File: src/rtl/borrow_lookahead_subtractor_seq.sv
// Nibble-serial A - B - bin subtractor: 4-bit borrow lookahead per clock, borrow chained in a register.
// Optional zero/ovf result flags are enabled by defining SUB_FLAGS_EN.
module borrow_lookahead_subtractor_seq #(
  parameter int WIDTH = 16
) (
  input  logic             clk,
  input  logic             rst,
  input  logic             start,
  input  logic [WIDTH-1:0] a,
  input  logic [WIDTH-1:0] b,
  input  logic             bin,
  output logic             ready,
  output logic             done,
  output logic [WIDTH-1:0] diff,
`ifdef SUB_FLAGS_EN
  output logic             zero,
  output logic             ovf,
`endif
  output logic             bout
);

  localparam int N  = WIDTH / 4;
  localparam int IW = (N > 1) ? $clog2(N) : 1;
  localparam logic [IW-1:0] LAST = IW'(N - 1);

  typedef enum logic [1:0] {
    IDLE = 2'd0,
    RUN  = 2'd1,
    DONE = 2'd2
  } state_t;

  state_t           state_r;
  state_t           state_s;
  logic             accept_s;
  logic             last_s;
  logic [WIDTH-1:0] a_r;
  logic [WIDTH-1:0] b_r;
  logic             borrow_r;
  logic [IW-1:0]    index_r;
  logic [IW+1:0]    shamt_s;
  logic [WIDTH-1:0] a_sh_s;
  logic [WIDTH-1:0] b_sh_s;
  logic [4:0]       nib_s;
  logic [WIDTH-1:0] diff_next_s;

  // 4-bit borrow-lookahead subtract; returns {borrow_out, diff[3:0]}
  function automatic logic [4:0] nibble_sub(input logic [3:0] x, input logic [3:0] y, input logic c0);
    logic [3:0] g;
    logic [3:0] p;
    logic [4:0] c;
    g    = ~x & y;
    p    = ~(x ^ y);
    c[0] = c0;
    c[1] = g[0] | (p[0] & c0);
    c[2] = g[1] | (p[1] & g[0]) | (p[1] & p[0] & c0);
    c[3] = g[2] | (p[2] & g[1]) | (p[2] & p[1] & g[0]) | (p[2] & p[1] & p[0] & c0);
    c[4] = g[3] | (p[3] & g[2]) | (p[3] & p[2] & g[1]) | (p[3] & p[2] & p[1] & g[0])
         | (p[3] & p[2] & p[1] & p[0] & c0);
    return {c[4], x ^ y ^ c[3:0]};
  endfunction

  // Current nibble datapath and the diff word with that nibble merged in
  always_comb begin
    shamt_s     = {index_r, 2'b00};
    last_s      = (index_r == LAST);
    a_sh_s      = a_r >> shamt_s;
    b_sh_s      = b_r >> shamt_s;
    nib_s       = nibble_sub(a_sh_s[3:0], b_sh_s[3:0], borrow_r);
    diff_next_s = (diff & ~(WIDTH'(4'hF) << shamt_s)) | (WIDTH'(nib_s[3:0]) << shamt_s);
  end

  // Next-state decode; start only counts while idle
  always_comb begin
    state_s  = state_r;
    accept_s = 1'b0;
    case (state_r)
      IDLE: begin
        if (start) begin
          state_s  = RUN;
          accept_s = 1'b1;
        end else begin
          state_s  = IDLE;
        end
      end
      RUN: begin
        if (last_s) begin
          state_s = DONE;
        end else begin
          state_s = RUN;
        end
      end
      DONE:    state_s = IDLE;
      default: state_s = IDLE;
    endcase
  end

  // State, operand latches, borrow chain and registered results
  always_ff @(posedge clk or posedge rst) begin
    if (rst) begin
      state_r  <= IDLE;
      ready    <= 1'b1;
      done     <= 1'b0;
      a_r      <= {WIDTH{1'b0}};
      b_r      <= {WIDTH{1'b0}};
      borrow_r <= 1'b0;
      index_r  <= {IW{1'b0}};
      diff     <= {WIDTH{1'b0}};
      bout     <= 1'b0;
`ifdef SUB_FLAGS_EN
      zero     <= 1'b0;
      ovf      <= 1'b0;
`endif
    end else begin
      state_r <= state_s;
      ready   <= (state_s == IDLE);
      done    <= (state_s == DONE);
      if (accept_s) begin
        a_r      <= a;
        b_r      <= b;
        borrow_r <= bin;
        index_r  <= {IW{1'b0}};
      end else if (state_r == RUN) begin
        diff     <= diff_next_s;
        borrow_r <= nib_s[4];
        index_r  <= index_r + IW'(1);
        if (last_s) begin
          bout <= nib_s[4];
`ifdef SUB_FLAGS_EN
          zero <= (diff_next_s == {WIDTH{1'b0}});
          ovf  <= (a_r[WIDTH-1] != b_r[WIDTH-1]) & (diff_next_s[WIDTH-1] != a_r[WIDTH-1]);
`endif
        end
      end
    end
  end

endmodule

File: config.mk
export PLATFORM = sky130hd
export DESIGN_NAME = borrow_lookahead_subtractor_seq
export DESIGN_NICKNAME = d
export VERILOG_FILES = /design/src/rtl/borrow_lookahead_subtractor_seq.sv
export SDC_FILE = /design/constraint.sdc
export NUM_CORES = 1
export LEC_CHECK = 0
export BUFFER_PORTS_ARGS = -buffer_cell sky130_fd_sc_hd__buf_2
export CAP_MARGIN = 30
export CORE_MARGIN = 2
export CORE_UTILIZATION = 35
export CTS_CLUSTER_SIZE = 28
export DETAILED_ROUTE_END_ITERATION = 8
export GPL_TIMING_DRIVEN = 0
export SKIP_CTS_REPAIR_TIMING = 1
export SLEW_MARGIN = 20
export SYNTH_ARGS = -nofsm -noshare
export SYNTH_HDL_FRONTEND = slang
export SYNTH_SLANG_ARGS = --single-unit
File: constraint.sdc
create_clock -name clk -period 2.1 [get_ports clk]
set_input_delay 0.105 -clock clk [delete_from_list [all_inputs] [get_ports clk]]
set_output_delay 0.105 -clock clk [all_outputs]
set_load 0.01 [all_outputs]
Word-level counts from Yosys, hierarchy flattened
Index checks and enable logic that the tools add are counted.

Bits in registers: 56. Input port bits: 36. Output and inout bits: 19. Word-level logic and storage cells: 66.

Add/subtract/negate cells: 1. Shift-type cells: 4. Reductions and logical operators: 5. Equal/unequal tests: 3. Multiplexer cells: 9. Bitwise gates (word level): 35.

Operators with widths (number): right shift 16 x 4 -> 4 bit (2); bitwise AND 1 bit (16); bitwise AND 16 bit (1); inverter 16 bit (1); bitwise OR 16 bit (1); left shift 4 x 4 -> 16 bit (1); left shift 4 x 4 -> 16 bit, first input constant (1); bitwise OR 1 bit (10); inverter 4 bit (2); bitwise XOR 4 bit (2); two-way mux 2 bit (3); two-way mux 1 bit (5); bitwise AND 4 bit (1); == test 2 bit, second input constant (2); logical NOT 2 bit (2); case mux 2 bit (2 select lines) (1); AND reduction 3 bit (1); adder 2 x 1 -> 2 bit, second input constant (1); == test 2 x 1 -> 1 bit, second input constant (1); AND reduction 2 bit (1); nonzero test 2 bit (1); inverter 1 bit (1).

Depth between registers and ports, before layout
Word-level depth: 10. Depth in mapped cells: 8. Depth with buffers taken out: 7.

Least setup slack after synthesis
No wires, ideal clock.

Path kind: register -> register. Start: register index_r[0]. End: register diff[11]. Buffers on the path: 1. Period minus slack after synthesis: 2.229 ns. Arrival time: 2.098 ns. Setup slack: -0.129 ns. Required time: 1.968 ns. Cell stages (with the launch flop): 8. Setup time: 0.132 ns. Path through: dfrtp_1 buf_6 mux4_1 ha_1 a41oi_1 o21ai_2 xor2_1 o21ai_0.

Cells in the longest elaborated chain, start to end: 10. Elaborated cells on any way between the ends: 20. Those cells by class: shift: 4; bitwise: 16.

RTL lines: from (decl) (line 39) `logic [IW-1:0] index_r;`; from (signal assigned) (line 106) `index_r <= {IW{1'b0}};`; from (signal assigned) (line 121) `index_r <= {IW{1'b0}};`; from (signal assigned) (line 125) `index_r <= index_r + IW'(1);`; right shift 16 x 4 -> 4 bit (on tied branches) (line 66, 67); bitwise XOR 4 bit or inverter 4 bit (tied branches) (line 52, 59, 51); inverter 4 bit or bitwise AND 4 bit (tied branches) (line 52, 51); bitwise AND 1 bit (line 56) `c[3] = g[2] | (p[2] & g[1]) | (p[2] & p[1] & g[0]) | (p[2] & p[1] & p[0] & c0);`; bitwise OR 1 bit or bitwise AND 1 bit (tied branches) (2 in series) (line 56); bitwise OR 1 bit (line 56); bitwise XOR 4 bit (line 59) `return {c[4], x ^ y ^ c[3:0]};`; left shift 4 x 4 -> 16 bit (line 69) `diff_next_s = (diff & ~(WIDTH'(4'hF) << shamt_s)) | (WIDTH'(nib_s[3:0]) << shamt_s);`; bitwise OR 16 bit * (line 69); to (signal assigned) (line 107) `diff <= {WIDTH{1'b0}};`; to (signal assigned) (line 123) `diff <= diff_next_s;`; to (decl) (line 14) `output logic [WIDTH-1:0] diff,`.

Every way passes the cells marked *; elsewhere a longest branch is shown, timed or not. A chain may end at the register's enable or synchronous reset.

Worst setup path in the final report
Ends and elaborated chain as after synthesis.

==> flow_metrics.py <==
metrics = {
    "run_status": {
        "outcome": "complete, but fails checks",
        "violations": "negative setup slack",
    },
    "detailed_routing": {
        "via_per_inst": 4.67,
        "drt_first_pass_iters": 4,
        "vias": 1639,
        "dr.first_iter.drc_count": 43,
        "finalWirelength_um": 5150,
        "ant_nets": 0,
        "route.detailed.drc": 0,
        "avgRoutedWirePerCell_um": 14.7,
    },
    "clocking": {
        "cts_tree": "yes",
        "clock_latency_ps": 300,
        "cts.clk_slew.worst_paths_ps": 100,
        "cts_sinks": 56,
        "cts_buffers": 5,
        "cts_root_buf": "clkbuf_8",
        "clock_path_buffers": 2,
        "h-tree-depth": 2,
    },
    "worst_setup_path": {
        "cp-startpoint": "index_r[0]",
        "crit_fanout": 5,
        "worst_path_max_delay_cell": "mux4_2",
        "required_ps": 2290,
        "cp_top_family": "multiplexers",
        "r2r-end": "diff[11]",
        "worstSetupStartpointType": "flip-flop",
        "reg2reg_depth": 8,
        "r2r_slack_ps": -150,
        "end_kind": "flip-flop",
        "path_cells": "buf_4 > mux4_2 > inv_2 > ha_4 > a41oi_2 > o21ai_4 > xor2_4 > o21ai_1",
        "worstPathArrival_ps": 2440,
        "critPathMaxStageDelay_ps": 510,
        "cp_num_cells": 8,
        "r2r_start": "index_r[0]",
        "path_class": "reg -> reg",
        "endpoint": "diff[11]",
        "crit_buf_inv": 2,
    },
    "sta": {
        "fin_crit_sh_pct": 107,
        "slew-limit-headroom_pct": 53.4,
        "fin_skew_ps": 9.37,
        "final.min_clock_period_ps": 2250,
        "final_max_slew_viol_count": 0,
        "timing.final.hold_violations": 0,
        "worst_pin_slew_ps": 698,
        "finalSetupTns_ps": -1070,
        "setup_viol": 10,
        "setup_slack_ps": -146,
        "fmaxAchievable_ghz": 0.445,
        "rsz0062_at_grt": "true",
    },
    "synth": {
        "yosysTopAreaCell": "dfrtp_1",
        "synthAdderAreaFrac_pct": 4.76,
        "avgSynthCellArea_um2": 13.6,
        "synth_top_family_by_area": "multiplexers",
        "syn_nets": 230,
        "syn_inst": 185,
        "synth.mux.area_fraction_pct": 22.5,
        "synthTopCellsByArea": "dfrtp_1 (55%), mux2_2 (13%), mux4_1 (7.3%)",
        "synth_top_area_share_pct": 54.6,
        "yosys.area_share.simple_pct": 5.51,
        "synthXorXnorAreaFrac_pct": 1.04,
        "synth_compound_area_share_pct": 6.25,
        "synth_area_um2": 2520,
        "ys_seq_elements": 56,
        "ys_seq_area_share_pct": 55.6,
        "ys_types": 28,
        "yosys_warnings": 0,
    },
    "floorplanning": {
        "chipHeight_um": 88.9,
        "io_pins": 55,
        "num_rows": 30,
        "core_um2": 6870,
        "initial_core_util_pct": 36.7,
        "fp.dieW_um": 88.9,
        "die_area_um2": 7900,
    },
    "global_routing": {
        "grt_pass1_vias": 1678,
        "grt_overflow": 0,
        "grt_use_total_pct": 13.9,
        "grt_pass1_wl_um": 8220,
        "antenna_found_initial": 0,
        "grt_max_degree": 57,
    },
    "finish": {
        "syn_to_final_growth_pct": 25.4,
        "finalInstanceArea_um2": 3160,
        "drive_gt1_share_pct": 51.0,
        "final_cell_mix": "dfrtp_1 (54), buf_2 (54), mux2_2 (29)",
        "diodes": 0,
        "nNetsFinal": 299,
    },
    "placement": {
        "post-place-ws_ps": -328,
        "portBuffers": 54,
        "dpl_cell_area_um2": 2950,
        "post-dp-hpwl_um": 3600,
        "gp_congestion": 0.737,
    },
    "hold_path": {
        "min_path_type": "in -> reg",
    },
    "job": {
        "maxCapViolCount": 0,
    },
}
-- synthesized netlist by cell type --
cell type,instances
a21o_1,1
buf_6,5
mux2_2,29
xor2_1,1
nand2_1,23
buf_2,1
a22oi_1,1
o21ai_0,19
nor3b_2,1
nand3_1,4
inv_1,11
mux2_1,3
o21ai_2,1
buf_4,1
fa_1,1
a21oi_1,3
dfstp_2,1
nor2_2,1
and2b_1,1
dfrtp_1,55
o31ai_1,1
mux4_2,1
nand2b_1,1
a41oi_1,1
xnor2_1,2
o21bai_1,1
ha_1,8
mux4_1,7
-- final cells by class --
cell class	instances	area, um^2
flip-flops and latches	56	1400
repair buffers	62	330
multi-input cells	111	1100
inverters	11	43.8
fillers	650	3710
clock buffers	8	90.1
plain buffers	7	75.1
well taps	96	120
-- logic make-up after synthesis --
logic type,count (synthesis)
compound gates,28
xor+xnor,3
fa+ha+maj,9
buf+inv,18
flops,56
mux,40
simple gates,31
-- routing by layer --
metal / wire length (um) / up-vias / GRT usage, % / part of all wire [%]
met5: 0 / - / 0 / 0
met4: 63 / 0 / 3.31 / 1.2
met3: 331 / 7 / 4.25 / 6.4
met2: 2370 / 44 / 22.1 / 46
met1: 2380 / 808 / 18.7 / 46
li1: - / 780 / - / -
-- worst min path at each step --
stage                     start       end  slack [ps]  depth (start not counted)
after global placement    b[12]   b_r[12]         330                          2
final                     b[12]   b_r[12]           9                          2
after global routing      b[12]   b_r[12]           2                          2
after detailed placement    rst  diff[13]         270                          2
after CTS                   rst  diff[13]         -60                          2
after floorplan           b[12]   b_r[12]         240                          1
-- flip-flops by register name, indices dropped and copies added (netlist names) --
register and flops:
b_r 16, done 1, diff 16, state_r 2
borrow_r 1, index_r 2, bout 1, a_r 16
ready 1
-- per-stage QoR --
stage | hold slack (ps) | utilization [%] | std cells
after floorplan | 240 | - | 185
after global placement | 329 | 42.9 | 335
after detailed placement | 272 | 43.0 | 335
after CTS | -57.2 | 44.3 | 343
after global routing | 1.90 | 46.0 | 351
final | 8.95 | 46.0 | 351
Power is left out: the tool's default activity adds up to more than one toggle a clock period on the data nets, which glitch-free logic cannot reach.
